## src/rtl/bmp_pkg.sv

```systemverilog
// Shared definitions for the BMP crop engine.
//   crop_state_t  : control FSM states
//   BMP_HDR_BYTES : BMP file + info header size, skipped in source and destination
//   pad4()        : round a byte count up to the next multiple of four (BMP row size)
package bmp_pkg;

  typedef enum logic [2:0] {
    ST_IDLE,
    ST_CHECK,
    ST_RUN,
    ST_DRAIN,
    ST_DONE,
    ST_ERR
  } crop_state_t;

  localparam int BMP_HDR_BYTES = 54;

  function automatic logic [23:0] pad4(input logic [23:0] n);
    return (n + 24'd3) & ~24'd3;
  endfunction

endpackage

```

## src/rtl/bmp_delay_line.sv

```systemverilog
// Token delay line that tracks the source read latency.
// Each issued token carries {valid, is_pad}; it leaves DEPTH cycles later,
// aligned with the read data returned for that token.
//   clk, rst_n : clock, synchronous active-low clear of all stages
//   i_vld/i_pad: token entering this cycle
//   o_vld/o_pad: token leaving this cycle
//   o_any      : at least one stage holds a valid token
module bmp_delay_line #(
  parameter int DEPTH = 2
) (
  input  logic clk,
  input  logic rst_n,
  input  logic i_vld,
  input  logic i_pad,
  output logic o_vld,
  output logic o_pad,
  output logic o_any
);

  logic [DEPTH-1:0] r_vld;
  logic [DEPTH-1:0] r_pad;

  always_ff @(posedge clk) begin
    if (!rst_n) begin
      r_vld <= '0;
      r_pad <= '0;
    end else begin
      r_vld[0] <= i_vld;
      r_pad[0] <= i_pad;
      for (int i = 1; i < DEPTH; i++) begin
        r_vld[i] <= r_vld[i-1];
        r_pad[i] <= r_pad[i-1];
      end
    end
  end

  assign o_vld = r_vld[DEPTH-1];
  assign o_pad = r_pad[DEPTH-1];
  assign o_any = |r_vld;

endmodule

```

## src/rtl/bmp_crop_engine.sv

```systemverilog
// Streaming crop of a rectangular window out of a bottom-up BMP pixel array.
// One token per cycle: pixel tokens read a source byte, pad tokens emit a
// zero so every destination row is a multiple of four bytes.
//   clk, rst_n            : clock, synchronous active-low reset
//   start                 : pulse, latches all configuration inputs
//   src_base, dst_base    : file base addresses (header is skipped)
//   src_width, src_height : source dimensions in pixels
//   x_min..y_max, flip_h  : inclusive top-down window, horizontal mirror
//   busy, done, error     : job status (done/error are sticky until next start)
//   rd_en, rd_addr, rd_data : source read port, data RD_LAT cycles after rd_en
//   wr_en, wr_addr, wr_data : destination write port, contiguous addresses
//   dst_row_bytes, dst_img_bytes : padded destination sizes, valid in DONE
module bmp_crop_engine
  import bmp_pkg::*;
#(
  parameter int ADDR_W    = 32,
  parameter int DIM_W     = 11,
  parameter int BPP       = 3,
  parameter int HDR_BYTES = BMP_HDR_BYTES,
  parameter int RD_LAT    = 2
) (
  input  logic              clk,
  input  logic              rst_n,
  input  logic              start,
  input  logic [ADDR_W-1:0] src_base,
  input  logic [ADDR_W-1:0] dst_base,
  input  logic [DIM_W-1:0]  src_width,
  input  logic [DIM_W-1:0]  src_height,
  input  logic [DIM_W-1:0]  x_min,
  input  logic [DIM_W-1:0]  x_max,
  input  logic [DIM_W-1:0]  y_min,
  input  logic [DIM_W-1:0]  y_max,
  input  logic              flip_h,
  output logic              busy,
  output logic              done,
  output logic              error,
  output logic              rd_en,
  output logic [ADDR_W-1:0] rd_addr,
  input  logic [7:0]        rd_data,
  output logic              wr_en,
  output logic [ADDR_W-1:0] wr_addr,
  output logic [7:0]        wr_data,
  output logic [23:0]       dst_row_bytes,
  output logic [ADDR_W-1:0] dst_img_bytes
);

  crop_state_t r_state;

  // latched configuration
  logic [ADDR_W-1:0] r_src_base, r_dst_base;
  logic [DIM_W-1:0]  r_sw, r_sh, r_xmin, r_xmax, r_ymin, r_ymax;
  logic              r_flip;

  // job geometry, fixed once CHECK passes
  logic [23:0]       r_src_rb, r_dst_rb;
  logic [1:0]        r_pad;
  logic [ADDR_W-1:0] r_xoff0, r_wr_base;

  // traversal state
  logic [ADDR_W-1:0] r_rb, r_addr;
  logic [DIM_W-1:0]  r_x, r_y;
  logic [1:0]        r_b, r_padcnt;
  logic              r_in_pad;

  // issue register and write stage
  logic              r_iss_vld, r_iss_pad;
  logic [ADDR_W-1:0] r_wcnt;

  logic              r_busy, r_done, r_error, r_rd_en, r_wr_en;
  logic [ADDR_W-1:0] r_rd_addr, r_wr_addr, r_img_bytes;
  logic [7:0]        r_wr_data;
  logic [23:0]       r_row_bytes;

  logic              w_cfg_bad, w_last_byte, w_row_end;
  logic              w_dl_vld, w_dl_pad, w_dl_any;
  logic [DIM_W-1:0]  w_win_w, w_x_first, w_x_last;
  logic [23:0]       w_win_bytes, w_src_rb, w_dst_rb;
  logic [ADDR_W-1:0] w_xoff0, w_rb0, w_rb_next;

  assign w_cfg_bad = (r_xmin > r_xmax) || (r_ymin > r_ymax) ||
                     (r_xmax >= r_sw) || (r_ymax >= r_sh) ||
                     (r_sw == '0) || (r_sh == '0);

  assign w_win_w     = r_xmax - r_xmin + DIM_W'(1);
  assign w_win_bytes = 24'(w_win_w) * 24'(BPP);
  assign w_src_rb    = pad4(24'(r_sw) * 24'(BPP));
  assign w_dst_rb    = pad4(w_win_bytes);
  assign w_x_first   = r_flip ? r_xmax : r_xmin;
  assign w_x_last    = r_flip ? r_xmin : r_xmax;
  assign w_xoff0     = ADDR_W'(w_x_first) * ADDR_W'(BPP);

  // Rows are stored bottom-up: top-down row y_max sits (height-1-y_max) rows
  // above the start of the pixel array.
  assign w_rb0 = r_src_base + ADDR_W'(HDR_BYTES) +
                 ADDR_W'(r_sh - r_ymax - DIM_W'(1)) * ADDR_W'(w_src_rb);
  assign w_rb_next = r_rb + ADDR_W'(r_src_rb);

  assign w_last_byte = (r_b == 2'(BPP - 1));
  assign w_row_end   = r_in_pad ? (r_padcnt == r_pad - 2'd1)
                                : (w_last_byte && (r_x == w_x_last) && (r_pad == 2'd0));

  bmp_delay_line #(.DEPTH(RD_LAT)) u_dl (
    .clk   (clk),
    .rst_n (rst_n),
    .i_vld (r_iss_vld),
    .i_pad (r_iss_pad),
    .o_vld (w_dl_vld),
    .o_pad (w_dl_pad),
    .o_any (w_dl_any)
  );

  always_ff @(posedge clk) begin
    if (!rst_n) begin
      r_state     <= ST_IDLE;
      r_busy      <= 1'b0;
      r_done      <= 1'b0;
      r_error     <= 1'b0;
      r_rd_en     <= 1'b0;
      r_rd_addr   <= '0;
      r_wr_en     <= 1'b0;
      r_wr_addr   <= '0;
      r_wr_data   <= '0;
      r_row_bytes <= '0;
      r_img_bytes <= '0;
      r_iss_vld   <= 1'b0;
      r_iss_pad   <= 1'b0;
      r_wcnt      <= '0;
    end else begin
      r_rd_en   <= 1'b0;
      r_iss_vld <= 1'b0;
      r_iss_pad <= 1'b0;

      // write stage: token leaving the delay line meets its read data
      r_wr_en <= w_dl_vld;
      if (w_dl_vld) begin
        r_wr_data <= w_dl_pad ? 8'h00 : rd_data;
        r_wr_addr <= r_wr_base + r_wcnt;
        r_wcnt    <= r_wcnt + ADDR_W'(1);
      end

      case (r_state)
        ST_IDLE, ST_DONE, ST_ERR: begin
          if (start) begin
            r_src_base <= src_base;
            r_dst_base <= dst_base;
            r_sw       <= src_width;
            r_sh       <= src_height;
            r_xmin     <= x_min;
            r_xmax     <= x_max;
            r_ymin     <= y_min;
            r_ymax     <= y_max;
            r_flip     <= flip_h;
            r_done     <= 1'b0;
            r_error    <= 1'b0;
            r_busy     <= 1'b1;
            r_state    <= ST_CHECK;
          end
        end

        ST_CHECK: begin
          if (w_cfg_bad) begin
            r_error <= 1'b1;
            r_busy  <= 1'b0;
            r_state <= ST_ERR;
          end else begin
            r_src_rb  <= w_src_rb;
            r_dst_rb  <= w_dst_rb;
            r_pad     <= 2'(w_dst_rb - w_win_bytes);
            r_xoff0   <= w_xoff0;
            r_rb      <= w_rb0;
            r_addr    <= w_rb0 + w_xoff0;
            r_x       <= w_x_first;
            r_y       <= r_ymax;
            r_b       <= 2'd0;
            r_padcnt  <= 2'd0;
            r_in_pad  <= 1'b0;
            r_wcnt    <= '0;
            r_wr_base <= r_dst_base + ADDR_W'(HDR_BYTES);
            r_state   <= ST_RUN;
          end
        end

        ST_RUN: begin
          r_iss_vld <= 1'b1;
          r_iss_pad <= r_in_pad;
          r_rd_en   <= !r_in_pad;
          if (!r_in_pad) r_rd_addr <= r_addr + ADDR_W'(r_b);

          if (w_row_end) begin
            r_in_pad <= 1'b0;
            r_padcnt <= 2'd0;
            r_b      <= 2'd0;
            r_x      <= w_x_first;
            r_rb     <= w_rb_next;
            r_addr   <= w_rb_next + r_xoff0;
            if (r_y == r_ymin) r_state <= ST_DRAIN;
            else               r_y     <= r_y - DIM_W'(1);
          end else if (r_in_pad) begin
            r_padcnt <= r_padcnt + 2'd1;
          end else if (w_last_byte) begin
            r_b <= 2'd0;
            if (r_x == w_x_last) begin
              r_in_pad <= 1'b1;
            end else begin
              r_x    <= r_flip ? r_x - DIM_W'(1) : r_x + DIM_W'(1);
              r_addr <= r_flip ? r_addr - ADDR_W'(BPP) : r_addr + ADDR_W'(BPP);
            end
          end else begin
            r_b <= r_b + 2'd1;
          end
        end

        ST_DRAIN: begin
          // empty pipeline means the last write is on the port this cycle
          if (!r_iss_vld && !w_dl_any) begin
            r_done      <= 1'b1;
            r_busy      <= 1'b0;
            r_row_bytes <= r_dst_rb;
            r_img_bytes <= r_wcnt;
            r_state     <= ST_DONE;
          end
        end

        default: r_state <= ST_IDLE;
      endcase
    end
  end

  assign busy          = r_busy;
  assign done          = r_done;
  assign error         = r_error;
  assign rd_en         = r_rd_en;
  assign rd_addr       = r_rd_addr;
  assign wr_en         = r_wr_en;
  assign wr_addr       = r_wr_addr;
  assign wr_data       = r_wr_data;
  assign dst_row_bytes = r_row_bytes;
  assign dst_img_bytes = r_img_bytes;

endmodule

```

## config.mk

```make
export PLATFORM = sky130hd
export DESIGN_NAME = bmp_crop_engine
export DESIGN_NICKNAME = d
export VERILOG_FILES = /design/src/rtl/bmp_pkg.sv /design/src/rtl/bmp_delay_line.sv /design/src/rtl/bmp_crop_engine.sv
export SDC_FILE = /design/constraint.sdc
export NUM_CORES = 2
export LEC_CHECK = 0
export ABC_AREA = 1
export BUFFER_PORTS_ARGS = -buffer_cell sky130_fd_sc_hd__buf_4
export CAP_MARGIN = 15
export CELL_PAD_IN_SITES_DETAIL_PLACEMENT = 1
export CELL_PAD_IN_SITES_GLOBAL_PLACEMENT = 2
export CORE_MARGIN = 2
export CORE_UTILIZATION = 37
export DETAILED_ROUTE_END_ITERATION = 6
export PLACE_DENSITY = 0.81
export SYNTH_ARGS = -nofsm -noshare
export SYNTH_HDL_FRONTEND = slang
export SYNTH_SLANG_ARGS = --single-unit
```

## constraint.sdc

```tcl
create_clock -name clk -period 10 [get_ports clk]
set_input_delay 1 -clock clk [delete_from_list [all_inputs] [get_ports clk]]
set_output_delay 1 -clock clk [all_outputs]
set_load 0.02 [all_outputs]
```

---- Yosys cells after proc, flatten, opt, wreduce, memory -nomap -nowiden ----
Cells that the tools add are included.
word-level totals
  register bits after elaboration ......... 465
  bits of input ports ..................... 142
  logic and storage cells ................. 185
operators by class
  magnitude comparators ................... 4
  add/sub/neg operators ................... 24
  equal/unequal tests ..................... 20
  multiplexer cells ....................... 58
  bitwise logic cells ..................... 2
  $mul .................................... 4
  reductions and logical operators ........ 36
operators with widths
  kind                     count
  $mux W32                 11
  $pmux W32 S2             2
  $mux W11                 11
  $add A32 B13 Y32         2
  $add A32 B32 Y32         2
  $add A32 B6 Y32 const B  2
  $pmux W11 S2             2
  $mul A11 B2 Y13 const B  3
  $add A32 B1 Y32 const B  1
  $add A32 B2 Y32          1
  $add A32 B2 Y32 const B  1
  $add A32 B24 Y32         1
  $mul A32 B12 Y30         1
  $sub A32 B2 Y32 const B  1
  $add A13 B2 Y14 const B  2
  $add A11 B1 Y11 const B  2
  $eq A11 B11 Y1           2
  $ge A11 B11 Y1           2
  $gt A11 B11 Y1           2
  $logic_not A11 Y1        2
  $sub A11 B1 Y11 const B  2
  $reduce_and A4 Y1        5
  $mux W3                  5
  $reduce_and A3 Y1        5
  33 further kinds         78

---- Depth between registers and ports, before layout ----
  depth in word-level cells ............... 8
  gate-level depth with buffers ........... 57

---- By module ----
Synthesis repeated with hierarchy kept, for this count alone.
unflattened totals
  cell total of the unflattened synthesis .. 4,922
  area, all modules ....................... 38,126.6 um^2
by module, submodules not included
  module           area an instance (um^2)  cells an instance  instances  sequential area each (um^2)
  bmp_crop_engine  38,005.2                 4,907              1          11,931.4
  bmp_delay_line   121.4                    15                 1          80.1

---- Worst setup path after synthesis ----
OpenSTA, ideal clock, no wires.
  path type ............................... register to register
  start ................................... register r_sw[2]
  end ..................................... register r_addr[31] (data pin)
  buffers on the path ..................... 1
  slack ................................... 1.306 ns
  stages on the path, launching flop included .. 50
  data arrival time ....................... 8.442 ns
  period minus slack after synthesis ...... 8.694 ns
  path through ............................ edfxtp_1 -> inv_1 -> ha_1 -> ha_1 -> nand4_1 -> nand2_1 -> inv_1 -> o221ai_1 -> a21oi_1 -> o21ai_0 -> xor2_1 -> buf_2 -> nand2_1 -> fa_1 -> fa_1 -> inv_1 -> fa_1 -> fa_1 -> [... 14 more ...] -> nand2_1 -> nand2_1 -> ha_1 -> ha_1 -> inv_1 -> nor3_1 -> nand2_1 -> nand3b_1 -> nand2_1 -> nand2_1 -> nand2_1 -> nand3_1 -> nor2_1 -> nand2_1 -> nand2_1 -> nand2_1 -> inv_1 -> nand2_1
on the way
  cells in the longest elaborated chain, start to end .. 7
RTL lines
  what                    line                    RTL
  start, declared         bmp_crop_engine.sv:51   logic [DIM_W-1:0] r_sw, r_sh, r_xmin, r_xmax, r_ymin, r_ymax;
  start signal, assigned  bmp_crop_engine.sv:146  r_sw <= src_width;
  $mul A11 B2 Y13         bmp_crop_engine.sv:86   assign w_src_rb = pad4(24'(r_sw) * 24'(BPP));
  $add A13 B2 Y14         bmp_pkg.sv:19           return (n + 24'd3) & ~24'd3;
  named net w_src_rb[10]  bmp_crop_engine.sv:77   logic [23:0] w_win_bytes, w_src_rb, w_dst_rb;
  $mul A32 B12 Y30        bmp_crop_engine.sv:95   ADDR_W'(r_sh - r_ymax - DIM_W'(1)) * ADDR_W'(w_src_rb);
  $add A32 B32 Y32        bmp_crop_engine.sv:94   assign w_rb0 = r_src_base + ADDR_W'(HDR_BYTES) +
  $add A32 B13 Y32        bmp_crop_engine.sv:171  r_addr <= w_rb0 + w_xoff0;
  $mux W32                bmp_crop_engine.sv:161  if (w_cfg_bad) begin
  $pmux W32 S2            bmp_crop_engine.sv:141  case (r_state)
  end signal, assigned    bmp_crop_engine.sv:171
  end signal, assigned    bmp_crop_engine.sv:195  r_addr <= w_rb_next + r_xoff0;
  end signal, assigned    bmp_crop_engine.sv:206  r_addr <= r_flip ? r_addr - ADDR_W'(BPP) : r_addr + ADDR_W'(BPP);
  end, declared           bmp_crop_engine.sv:60   logic [ADDR_W-1:0] r_rb, r_addr;
The timed path passes the listed nets, and every way through them passes these cells. The select of a mux whose other input is x is not followed.
A chain may end at the register's enable or synchronous reset.

---- Worst setup path in the final report ----
  start ................................... register r_sh[0]
  end ..................................... register r_addr[31] (data pin)
on the way
  cells in the longest elaborated chain, start to end .. 7
RTL lines
  what                    line                    RTL
  start, declared         bmp_crop_engine.sv:51
  start signal, assigned  bmp_crop_engine.sv:147  r_sh <= src_height;
  $sub A11 B11 Y12        bmp_crop_engine.sv:95
  $sub A12 B2 Y13         bmp_crop_engine.sv:95
  $mul A32 B12 Y30        bmp_crop_engine.sv:95
  $add A32 B32 Y32        bmp_crop_engine.sv:94
  $add A32 B13 Y32        bmp_crop_engine.sv:171
  $mux W32                bmp_crop_engine.sv:161
  $pmux W32 S2            bmp_crop_engine.sv:141
No other way between the ends. The select of a mux whose other input is x is not followed.

==> metrics.txt <==
worst slew pin tran 1.07 ns; hold_buf cts 0; met3 Use GR 2.16%; final worst path period need 9.39 ns; met2 Use GR 41.4%; Setup Skew 0.0463 ns; CP required 10.41 ns; first-pass GRT wire length 196 mm; area taken by multi-input logic gates 23300 sq um; root buffer cell clkbuf_16; nets 5806; Worst Reg2Reg Path Length in Cells 50; Worst Hold Launch r_iss_pad; Critical R2R Capture r_addr[31]; Sink Count 454; Iteration-0 DRC Markers 1449; Storage cell area 12000 sq um; Final ANT Viol Nets 0; Most Crowded Layer GR met2; Crit Path Category reg -> reg; core footprint 102000 sq um; Async S/R FF share, synth 0%; most frequent CP cell nand2_1; commonest non-fill, non-tap cell in the layout nand2_1; vias per cell 5.05; synth top area cells edfxtp_1 (23%), ha_1 (11%), nand2_1 (10%); most used flip-flop cell after synthesis edfxtp_1; Area growth, synth to finish 15.8%; Die W 326 microns; layout cell share with drive strength beyond 1 13.1%; Seq/Total Area, Yosys 31.4%; M1 GR Usage 30.0%; DR vias 33300; Ports 275; crit-path max cell delay 0.55 ns; Synth area leader edfxtp_1; Final Max Tran Viols 0; DP HPWL 99.8 mm; outcome complete, no violations; clock slew at reported path FFs 0.06 ns; initial antenna violation count 0; CP Capture Point r_addr[31]; final RePlAce weighted congestion 0.872; largest net degree at the start of global routing 86; DR WL/cell 18.7 microns; CP Capture Type flop; critical path's slowest cell fa_1; htree depth 2; vias in the first global route 35400; worst-path maximum fanout 8; final setup fails 0; crit path launch type flop; Inst Count DP 6469; clock tree from TritonCTS yes; MaxCap Viol Count 0; Worst EP arrival 9.80 ns; Worst-Skew Late Latency 0.69 ns; DRC Markers 0; area fraction of the dominant cell type after synthesis 22.9%; drt first pass iters 5; number of synthesized flops with an enable pin 292; r2r setup slk 0.61 ns; most frequent cells in the layout nand2_1 (1053), inv_1 (728), nor2_1 (420), ha_1 (334), buf_4 (311); DRT Wirelength 123 mm; number of CTS-inserted buffers 57; worst flop-to-flop path startpoint r_sh[0]; Total GRT Usage 23.1%; Initial Utilization 37.5%; crit path launch r_sh[0]; cell count after synthesis 4882; Ys Warns 0; Worst Hold Class reg -> reg; final period utilization 93.9%; final hold violations 0; Clock Path Buffers 3; synthesized area per cell 7.84 sq um; Worst slew margin 28.5%; die area 106000 sq um; fillers 12600; fmax 107 MHz; num rows 117; die height 326 microns; final core occ 43.4%; Final Non-Filler Cells 6586; Distinct cells, synth 70; Post-Syn Area 38300 sq um; flops & latches, synth 454; I/O Buffers 262; total gr overflow 0
-- critical path: cells and delay by family, from the launching register on --
kind	cells	cell delay (ns)
AND/OR/NAND/NOR	20	2.08
flip-flops	1	0.39
adder cells (fa/ha/maj)	10	4.10
buffers and inverters	9	0.78
AO/OA/AOI/OAI	9	1.43
XOR/XNOR	2	0.36
-- Yosys cell counts, types with 19 or more instances --
cell	instances
ha_1	343
a21o_1	25
a21oi_1	317
nand3b_1	19
nor4_1	24
o21bai_1	38
xor2_1	171
o21ai_1	21
o21ai_0	283
nand2_2	44
fa_1	150
nand3_1	224
xnor2_1	79
nor2_1	434
inv_2	29
inv_1	738
a31oi_1	20
nor3_1	53
edfxtp_1	292
clkbuf_1	48
nor2_2	28
dfxtp_1	162
nand4_1	57
nand2_1	1060
-- routing by layer --
layer / wire length (microns) / up-vias
met5: 0 / -
met4: 2580 / 0
met3: 3780 / 142
met2: 60300 / 457
met1: 56400 / 16100
li1: - / 16500
-- state kept, by name, indices dropped and copies added, names as in the netlist, 12 cells and up --
| register | count |
|---|---|
| rd_addr | 32 |
| r_src_base | 32 |
| dst_img_bytes | 32 |
| wr_addr | 32 |
| r_wr_base | 32 |
| r_dst_rb | 12 |
| r_rb | 32 |
| dst_row_bytes | 12 |
| r_dst_base | 32 |
| r_xoff0 | 13 |
| r_wcnt | 32 |
| r_addr | 32 |
-- cell families (layout without fill, tap and decap cells) --
kind of cell	count (synthesis)	after routing	synth area share (%)
compound gates	782	782	11.3
other cells	1	13	0.00980
flops	454	454	31.4
xor+xnor	255	255	5.93
fa+ha+maj	493	493	19.1
simple gates	2034	2034	23.5
buf+inv	863	1187	8.79
-- area by class of cell --
cell class,instances,area share [%]
clock buffers,64,3.44
repair buffers,311,5.27
diodes,1,0.00565
flip-flops and latches,454,27.1
well taps,1368,3.86
multi-input cells,3576,52.6
clock inverters,41,1.17
inverters,771,6.56
-- repair_timing --
action	in CTS	in global routing
gates resized for setup	0	89
endpoints found under the setup margin	0	24
setup buffers	0	11
endpoints found under the hold margin	0	0
-- worst min path at each step --
stage / cells past startpoint / to
final: 2 / u_dl.r_pad[0]
after global routing: 0 / r_wr_base[0]
after detailed placement: 2 / u_dl.r_pad[0]
after floorplan: 2 / u_dl.r_pad[0]
after global placement: 2 / u_dl.r_pad[0]
after CTS: 2 / u_dl.r_pad[0]
-- stage by stage --
step           setup WS [ns]  hold slack [ns]  setup TNS, ns  area (sq um)
3_3_place_gp           0.325            0.400              0         41900
5_1_grt              -0.0443            0.427         -0.105         44300
3_5_place_dp           0.135            0.402              0         41900
6_report               0.612            0.416              0         44300
4_1_cts                0.107            0.417              0         43900
2_1_floorplan           1.31            0.390              0         38300
Power is left out: the tool's default activity adds up to more than one toggle a clock period on the data nets, which glitch-free logic cannot reach.
